===== src/rtl/sc_io_input_port.sv =====
// sc_io_input_port: memory-mapped reader for two raw switch buses.
//   Each bus passes through a 2-flop synchroniser and a debouncer; the
//   accepted (stable) values and per-port change flags are returned to CPU
//   loads through a registered read port.
// Ports:
//   clock        in   1      rising-edge clock
//   resetn       in   1      asynchronous active-low reset
//   in_port0     in   WIDTH  raw asynchronous input bus 0
//   in_port1     in   WIDTH  raw asynchronous input bus 1
//   io_rd        in   1      read strobe, sampled each rising edge
//   addr         in   8      byte address (bits [1:0] ignored)
//   io_read_data out  WIDTH  registered read data, held while io_rd=0
//   rd_valid     out  1      high the cycle after each sampled read
//   changed      out  2      unread new stable value on port 1/0
module sc_io_input_port #(
   parameter int          WIDTH           = 32,
   parameter int          DEBOUNCE_CYCLES = 4,
   parameter logic [7:0]  IN0_ADDR        = 8'hC0,
   parameter logic [7:0]  IN1_ADDR        = 8'hC4,
   parameter logic [7:0]  STAT_ADDR       = 8'hC8
) (
   input  logic             clock,
   input  logic             resetn,
   input  logic [WIDTH-1:0] in_port0,
   input  logic [WIDTH-1:0] in_port1,
   input  logic             io_rd,
   input  logic [7:0]       addr,
   output logic [WIDTH-1:0] io_read_data,
   output logic             rd_valid,
   output logic [1:0]       changed
);
   localparam int CW = DEBOUNCE_CYCLES > 1 ? $clog2(DEBOUNCE_CYCLES) : 1;
   localparam logic [CW-1:0] CNT_MAX = CW'(DEBOUNCE_CYCLES - 1);

   logic [1:0][WIDTH-1:0] stable;
   logic [1:0]            upd;
   logic [1:0]            clr;
   logic [7:0]            word_addr;
   logic                  sel0, sel1, sel_stat;
   logic [WIDTH-1:0]      rdata;

   for (genvar p = 0; p < 2; p++) begin : g_port
      logic [WIDTH-1:0] raw, s1, s2, cand, stb;
      logic [CW-1:0]    cnt;
      assign raw = (p == 0) ? in_port0 : in_port1;
      // The counter saturates at CNT_MAX, so a candidate that has already
      // been accepted keeps re-matching without wrapping or re-flagging.
      always_ff @(posedge clock or negedge resetn) begin
         if (!resetn) begin
            s1   <= '0;
            s2   <= '0;
            cand <= '0;
            cnt  <= '0;
            stb  <= '0;
         end else begin
            s1 <= raw;
            s2 <= s1;
            if (s2 != cand) begin
               cand <= s2;
               cnt  <= '0;
            end else if (cnt != CNT_MAX) begin
               cnt <= cnt + 1'b1;
            end else if (stb != cand) begin
               stb <= cand;
            end
         end
      end
      assign upd[p]    = (s2 == cand) && (cnt == CNT_MAX) && (stb != cand);
      assign stable[p] = stb;
   end

   assign word_addr = {addr[7:2], 2'b00};
   assign sel0      = word_addr == IN0_ADDR;
   assign sel1      = word_addr == IN1_ADDR;
   assign sel_stat  = word_addr == STAT_ADDR;
   assign clr       = {io_rd && sel1, io_rd && sel0};

   // Reads see the stable value from before this edge's update.
   always_comb begin
      rdata = sel0     ? stable[0] :
              sel1     ? stable[1] :
              sel_stat ? {{(WIDTH-2){1'b0}}, changed} :
                         '0;
   end

   // A new stable value wins over a clearing read on the same edge.
   always_ff @(posedge clock or negedge resetn) begin
      if (!resetn) begin
         changed      <= 2'b00;
         rd_valid     <= 1'b0;
         io_read_data <= '0;
      end else begin
         changed  <= upd | (changed & ~clr);
         rd_valid <= io_rd;
         if (io_rd) io_read_data <= rdata;
      end
   end
endmodule

===== config.mk =====
export PLATFORM = sky130hd
export DESIGN_NAME = sc_io_input_port
export DESIGN_NICKNAME = d
export VERILOG_FILES = /design/src/rtl/sc_io_input_port.sv
export SDC_FILE = /design/constraint.sdc
export NUM_CORES = 1
export LEC_CHECK = 0
export BUFFER_PORTS_ARGS = -buffer_cell sky130_fd_sc_hd__buf_4
export CORE_MARGIN = 2
export CORE_UTILIZATION = 55
export CTS_BUF_LIST = sky130_fd_sc_hd__clkbuf_8
export CTS_CLUSTER_SIZE = 24
export DETAILED_ROUTE_END_ITERATION = 10
export MAX_ROUTING_LAYER = met4
export PLACE_DENSITY = 0.78
export SLEW_MARGIN = 20
export SYNTH_ARGS = -nofsm -noshare
export SYNTH_HDL_FRONTEND = slang
export SYNTH_SLANG_ARGS = --single-unit

===== constraint.sdc =====
create_clock -name clock -period 1.8 [get_ports clock]
set_input_delay 0.09 -clock clock [delete_from_list [all_inputs] [get_ports clock]]
set_output_delay 0.09 -clock clock [all_outputs]
set_load 0.005 [all_outputs]

Word-level counts from Yosys, hierarchy flattened
Index checks and enable logic that the tools add are counted.
{"block": "word_totals", "ff_bits": 295, "latchBits": 0, "mem_bits_rw": 0, "rom_bits": 0, "inputBits": 75, "n_memories": 0}
{"block": "classes", "n_addsub": 2, "multipliers": 0, "div_mod_pow": 0, "n_lt_le_gt_ge": 0, "eq_ne": 13, "n_shift": 0, "n_mux": 7, "bitwise_logic": 7, "n_reduce_logical": 10}
{"operator": "32-bit inequality test", "n": 4}
{"operator": "32-bit equality test", "n": 2}
{"operator": "32-bit 2-to-1 mux", "n": 2}
{"operator": "6-bit equality test, second input constant", "n": 3}
{"operator": "2-bit 2-to-1 mux", "n": 5}
{"operator": "1-bit logical AND", "n": 6}
{"operator": "3-bit AND reduction", "n": 2}
{"operator": "2-bit by 1-bit adder with 2-bit output, second input constant", "n": 2}
{"operator": "2-bit equality test, second input constant", "n": 2}
{"operator": "2-bit inequality test, second input constant", "n": 2}
{"operator": "1-bit inverter", "n": 4}
{"operator": "2-bit nonzero test", "n": 2}
{"operator": "2-bit bitwise AND", "n": 1}
{"operator": "2-bit inverter", "n": 1}
{"operator": "2-bit OR", "n": 1}

Depth between registers and ports, before layout
{"block": "logic_depth", "ltp_word": 5, "depth_mapped": 6, "depth_no_buf": 5}

Worst setup path after synthesis
No wires, ideal clock.
{"block": "synth_path", "path_type": "reg2reg", "startpoint": "reg g_port[0].cand[22]", "endpoint": "reg g_port[0].stb[10]", "setup_ps": 125, "arrival_ps": 1815, "setup_slack_ps": -141, "stages_incl_launch_ff": 7, "path_buffers": 1, "cell_sequence": "dfrtp_1 xor2_1 nor4_1 nand4_1 o2111ai_2 buf_6 mux2_4"}
{"block": "synth_via", "elab_chain_cells": 3, "word_cells_on_any_way": 4, "classes_between": "eq/ne (2); bitwise (1); reduce/logical (1)"}
{"item": "start, declared", "line_no": "43", "text": "logic [WIDTH-1:0] raw, s1, s2, cand, stb;"}
{"item": "start signal, assigned", "line_no": "52", "text": "cand <= '0;"}
{"item": "start signal, assigned", "line_no": "59", "text": "cand <= s2;"}
{"item": "32-bit inequality test", "line_no": "58", "text": "if (s2 != cand) begin"}
{"item": "1-bit inverter (no line)"}
{"item": "3-bit AND reduction (no line) *"}
{"item": "end signal, assigned", "line_no": "64", "text": "stb <= cand;"}
{"item": "end, declared", "line_no": "43"}
Mark *: on every way between the ends. The rest lies on a longest branch, timed or not.
A chain may end at the register's enable or synchronous reset.

Worst setup path after layout
{"block": "layout_path", "startpoint": "reg g_port[1].stb[8]", "endpoint": "reg g_port[1].stb[20]"}
{"block": "layout_via", "elab_chain_cells": 2}
{"item": "start, declared", "line_no": "43"}
{"item": "start signal, assigned", "line_no": "64"}
{"item": "32-bit inequality test", "line_no": "63", "text": "end else if (stb != cand) begin"}
{"item": "3-bit AND reduction (no line)"}
Every way passes these cells.

==> impl_metrics.prom <==
# TYPE chip_impl_metric gauge
chip_impl_info{name="route.top_layer_used",value="met4"} 1
chip_impl_metric{name="floorplan.io_pins",unit=""} 110
chip_impl_metric{name="first_global_vias",unit=""} 7032
chip_impl_metric{name="synth_compound_gate_area_share",unit="%"} 2.39
chip_impl_metric{name="initial_core_util",unit="%"} 56.1
chip_impl_metric{name="largest_net_degree_at_the_start_of_global_routing",unit=""} 71
chip_impl_metric{name="power_density",unit="nW/µm²"} 919
chip_impl_metric{name="clkSlewWorstSetupHoldPaths",unit="ns"} 0.06
chip_impl_metric{name="final_cell_area",unit="µm²"} 14500
chip_impl_metric{name="power_leakage",unit="nW"} 7.17
chip_impl_metric{name="maxSlewViolCount",unit=""} 0
chip_impl_metric{name="critical_path_arrival",unit="ns"} 2.67
chip_impl_metric{name="netlist_instances",unit=""} 732
chip_impl_metric{name="die_area",unit="µm²"} 21000
chip_impl_metric{name="floorplan.die.width",unit="µm"} 145
chip_impl_metric{name="grt_remaining_overflow",unit=""} 0
chip_impl_info{name="ys.flop_type",value="sky130_fd_sc_hd__dfrtp_1"} 1
chip_impl_metric{name="max_slew_margin",unit="%"} 70.1
chip_impl_info{name="worst_setup_path_end_kind",value="register"} 1
chip_impl_metric{name="antenna_found_initial",unit=""} 0
chip_impl_info{name="clk_root_buffer_cell",value="sky130_fd_sc_hd__clkbuf_8"} 1
chip_impl_metric{name="layout-area-overhead-vs-synth",unit="%"} 32.9
chip_impl_metric{name="io_buffers",unit=""} 107
chip_impl_metric{name="synth_edf_count",unit=""} 0
chip_impl_metric{name="clock_latency",unit="ns"} 0.57
chip_impl_metric{name="cts_sinks",unit=""} 295
chip_impl_metric{name="placementRows",unit=""} 51
chip_impl_metric{name="met2_length",unit="mm"} 11.9
chip_impl_metric{name="drt.antenna.violating_nets",unit=""} 0
chip_impl_info{name="worstSetupStartpointType",value="register"} 1
chip_impl_metric{name="post_synth_instance_area",unit="µm²"} 10900
chip_impl_metric{name="route.final.wire_length",unit="mm"} 23.5
chip_impl_metric{name="cts.path.max_buffers",unit=""} 3
chip_impl_metric{name="post_synth_fa_ha_maj_area_fraction",unit="%"} 0.229
chip_impl_metric{name="detailroute.via_count",unit=""} 6346
chip_impl_metric{name="required",unit="ns"} 2.23
chip_impl_metric{name="detail_route.wirelength.met1",unit="mm"} 10.1
chip_impl_metric{name="synth_simple_gate_area_share",unit="%"} 3.31
chip_impl_metric{name="finalNetCount",unit=""} 1064
chip_impl_metric{name="weighted_congestion_at_the_end_of_routability_driven_global_placement",unit=""} 0.856
chip_impl_metric{name="hold_violations",unit=""} 0
chip_impl_metric{name="placement.cell_area",unit="µm²"} 12600
chip_impl_metric{name="setup_tns_after_final_layout",unit="ns"} -25.80
chip_impl_metric{name="max_cap_violations",unit=""} 0
chip_impl_metric{name="yosysUniqueCellTypes",unit=""} 24
chip_impl_info{name="min_path_type",value="primary input to async pin"} 1
chip_impl_metric{name="post_route_cells_drive_above_1_share",unit="%"} 37.5
chip_impl_metric{name="dr.pass1.iters",unit=""} 4
chip_impl_metric{name="synth_seq_area_share",unit="%"} 67.6
chip_impl_metric{name="ff_latch_area",unit="µm²"} 7380
chip_impl_metric{name="postLayoutSetupSlackWorst",unit="ns"} -0.440
chip_impl_metric{name="critical_path.max_fanout",unit=""} 17
chip_impl_metric{name="vdd_drop_max",unit="mV"} 0.690
chip_impl_info{name="critPathKind",value="register to register"} 1
chip_impl_metric{name="vias_per_cell",unit=""} 4.94
chip_impl_metric{name="period_utilization",unit="%"} 124
chip_impl_metric{name="yosys_warnings",unit=""} 0
chip_impl_metric{name="asyncSetResetFlopFracSynth",unit="%"} 100
chip_impl_metric{name="fp.coreArea",unit="µm²"} 19500
chip_impl_metric{name="detailroute.wirelength.met3",unit="mm"} 1.15
chip_impl_info{name="synth_top_family_by_area",value="multiplexers"} 1
chip_impl_info{name="tritoncts",value="built"} 1
chip_impl_metric{name="gr-usage-all-layers",unit="%"} 23.7
chip_impl_metric{name="setup_viol",unit=""} 66
chip_impl_metric{name="dr.first_iter.drc_count",unit=""} 316
chip_impl_metric{name="fillCellCount",unit=""} 1188
chip_impl_metric{name="clock_buffer_count_from_cts",unit=""} 46
chip_impl_metric{name="postSynthNetCount",unit=""} 809
chip_impl_metric{name="syn-mean-instance-area",unit="µm²"} 14.9
chip_impl_metric{name="place.detailed.hpwl",unit="mm"} 15.9
chip_impl_metric{name="global_route_wire_length_before_repair",unit="mm"} 37.6
chip_impl_metric{name="synth.mux.area_fraction",unit="%"} 11.7
chip_impl_metric{name="worst_slew_pin_slew",unit="ns"} 0.445
chip_impl_info{name="run_status",value="finished, violations left"} 1
chip_impl_metric{name="n_antenna_cell",unit=""} 0
chip_impl_info{name="failed_checks",value="negative setup slack"} 1
chip_impl_metric{name="multi_input_logic_area",unit="µm²"} 3230
chip_impl_metric{name="fin_skew",unit="ns"} 0.0211
chip_impl_metric{name="synth_xor_area_share",unit="%"} 10.4
chip_impl_metric{name="wire_per_inst",unit="µm"} 18.3
chip_impl_metric{name="timing.fmax",unit="GHz"} 0.446
chip_impl_metric{name="cts-htree-levels",unit=""} 2
chip_impl_info{name="grt_setup_unrepaired",value="yes"} 1
chip_impl_metric{name="dpl_worst_slack",unit="ns"} -0.474
chip_impl_metric{name="route.detailed.drc",unit=""} 0
chip_impl_metric{name="ys_ff_latch",unit=""} 295
chip_impl_metric{name="timing.final.crit_period",unit="ns"} 2.24
chip_impl_metric{name="die_height",unit="µm"} 145
cells in the mapped netlist, types with 2 or more instances:
| cell type | n | share of area, % |
|---|---|---|
| sky130_fd_sc_hd__o21ai_0 | 2 | 0.092 |
| sky130_fd_sc_hd__nor4_4 | 3 | 0.58 |
| sky130_fd_sc_hd__clkbuf_1 | 70 | 2.4 |
| sky130_fd_sc_hd__inv_1 | 33 | 1.1 |
| sky130_fd_sc_hd__buf_6 | 6 | 0.62 |
| sky130_fd_sc_hd__dfrtp_1 | 295 | 68 |
| sky130_fd_sc_hd__nand2_1 | 4 | 0.14 |
| sky130_fd_sc_hd__nand4_1 | 21 | 1.2 |
| sky130_fd_sc_hd__mux2_2 | 6 | 0.62 |
| sky130_fd_sc_hd__ha_1 | 2 | 0.23 |
| sky130_fd_sc_hd__mux2_4 | 58 | 8.0 |
| sky130_fd_sc_hd__mux2i_1 | 34 | 3.1 |
| sky130_fd_sc_hd__nor2_1 | 7 | 0.24 |
| sky130_fd_sc_hd__xor2_1 | 66 | 5.3 |
| sky130_fd_sc_hd__o22ai_1 | 32 | 1.8 |
| sky130_fd_sc_hd__a21oi_1 | 2 | 0.092 |
| sky130_fd_sc_hd__buf_1 | 6 | 0.21 |
| sky130_fd_sc_hd__xnor2_1 | 64 | 5.1 |
| sky130_fd_sc_hd__nor4_1 | 16 | 0.92 |
critical path, cell delays in order, from the launching register on:
cell,delay (ns)
sky130_fd_sc_hd__dfrtp_1,0.39
sky130_fd_sc_hd__xor2_1,0.17
sky130_fd_sc_hd__nor4_1,0.44
sky130_fd_sc_hd__nand4_1,0.23
sky130_fd_sc_hd__o2111ai_4,0.34
sky130_fd_sc_hd__buf_12,0.23
sky130_fd_sc_hd__mux2_4,0.31
cell families (layout without fill, tap and decap cells):
family,Yosys count,count (layout)
xor+xnor,130,130
mux,98,98
fa+ha+maj,2,2
buf+inv,115,403
flops,295,295
compound gates,38,38
simple gates,54,54
per-stage QoR:
stage                     utilization, %  hold slack, ns  power, W  std cells
after floorplan                        -          -0.206   0.00739        732
after global placement              64.6          0.0332   0.00776       1124
after detailed placement            64.6          0.0396   0.00779       1124
after CTS                           73.4          0.0510    0.0134       1277
after global routing                74.6          0.0856    0.0139       1285
final                               74.6          0.0520    0.0133       1285
what timing repair did:
action	in CTS	in global routing
pin swaps	5	14
gates resized for setup	12	22
cloned	0	2
endpoints found under the hold margin	362	0
hold buffers	70	0
buffers inserted	2	6
endpoints found under the setup margin	66	66
layout by cell type (no fill, tap or decap), drive strengths merged:
cell type / Yosys / final
dfrtp: 295 / 295
buf: 12 / 217
dlygate4sd3: 0 / 70
xor2: 66 / 66
mux2: 64 / 64
xnor2: 64 / 64
clkbuf: 70 / 62
inv: 33 / 45
mux2i: 34 / 34
o22ai: 32 / 32
nand4: 21 / 21
nor4: 20 / 20
nor2: 7 / 7
clkinv: 0 / 5
nand2: 4 / 4
clkinvlp: 0 / 4
o21ai: 2 / 2
o2111ai: 2 / 2
a21oi: 2 / 2
ha: 2 / 2
or2: 1 / 1
nor2b: 1 / 1
power by group:
part           switching, W  total, W  internal (W)
logic              0.000354  0.000793      0.000439
clock network       0.00251   0.00550       0.00299
registers          0.000181   0.00705       0.00686
flip-flops by register name, indices dropped and copies added, names as in the netlist:
register / cells
changed: 2
g_port.cand: 64
io_read_data: 32
rd_valid: 1
g_port.stb: 64
g_port.cnt: 4
g_port.s1: 64
g_port.s2: 64
worst paths after layout:
path	from	endpoint	slack, ns	cells past startpoint
setup reg to reg	g_port[1].stb[8]$_DFFE_PN0P_	g_port[1].stb[20]$_DFFE_PN0P_	-0.44	6
setup / recovery	g_port[1].stb[8]$_DFFE_PN0P_	g_port[1].stb[20]$_DFFE_PN0P_	-0.44	6
max in group asynchronous	resetn	g_port[1].stb[20]$_DFFE_PN0P_	1.05	3
min in group clock	addr[2]	io_read_data[31]$_DFFE_PN0P_	0.08	3
hold reg to reg	g_port[1].s1[21]$_DFF_PN0_	g_port[1].s2[21]$_DFF_PN0_	0.34	0
hold / removal	resetn	g_port[0].s1[9]$_DFF_PN0_	0.05	2
cell type report:
cell class | instances | area share [%]
clock buffer | 60 | 5.69
clock inverter | 21 | 0.724
inverter | 33 | 0.853
multi-input combinational | 322 | 22.3
sequential | 295 | 50.9
tap | 265 | 2.28
timing repair buffer | 289 | 17.3
metal layers:
layer	up-vias	track usage (%)
li1	2897	-
met1	3260	31.0
met2	159	38.5
met3	30	4.87
met4	0	5.69
met5	-	-
No activity file was read; power rests on OpenSTA's default activity.
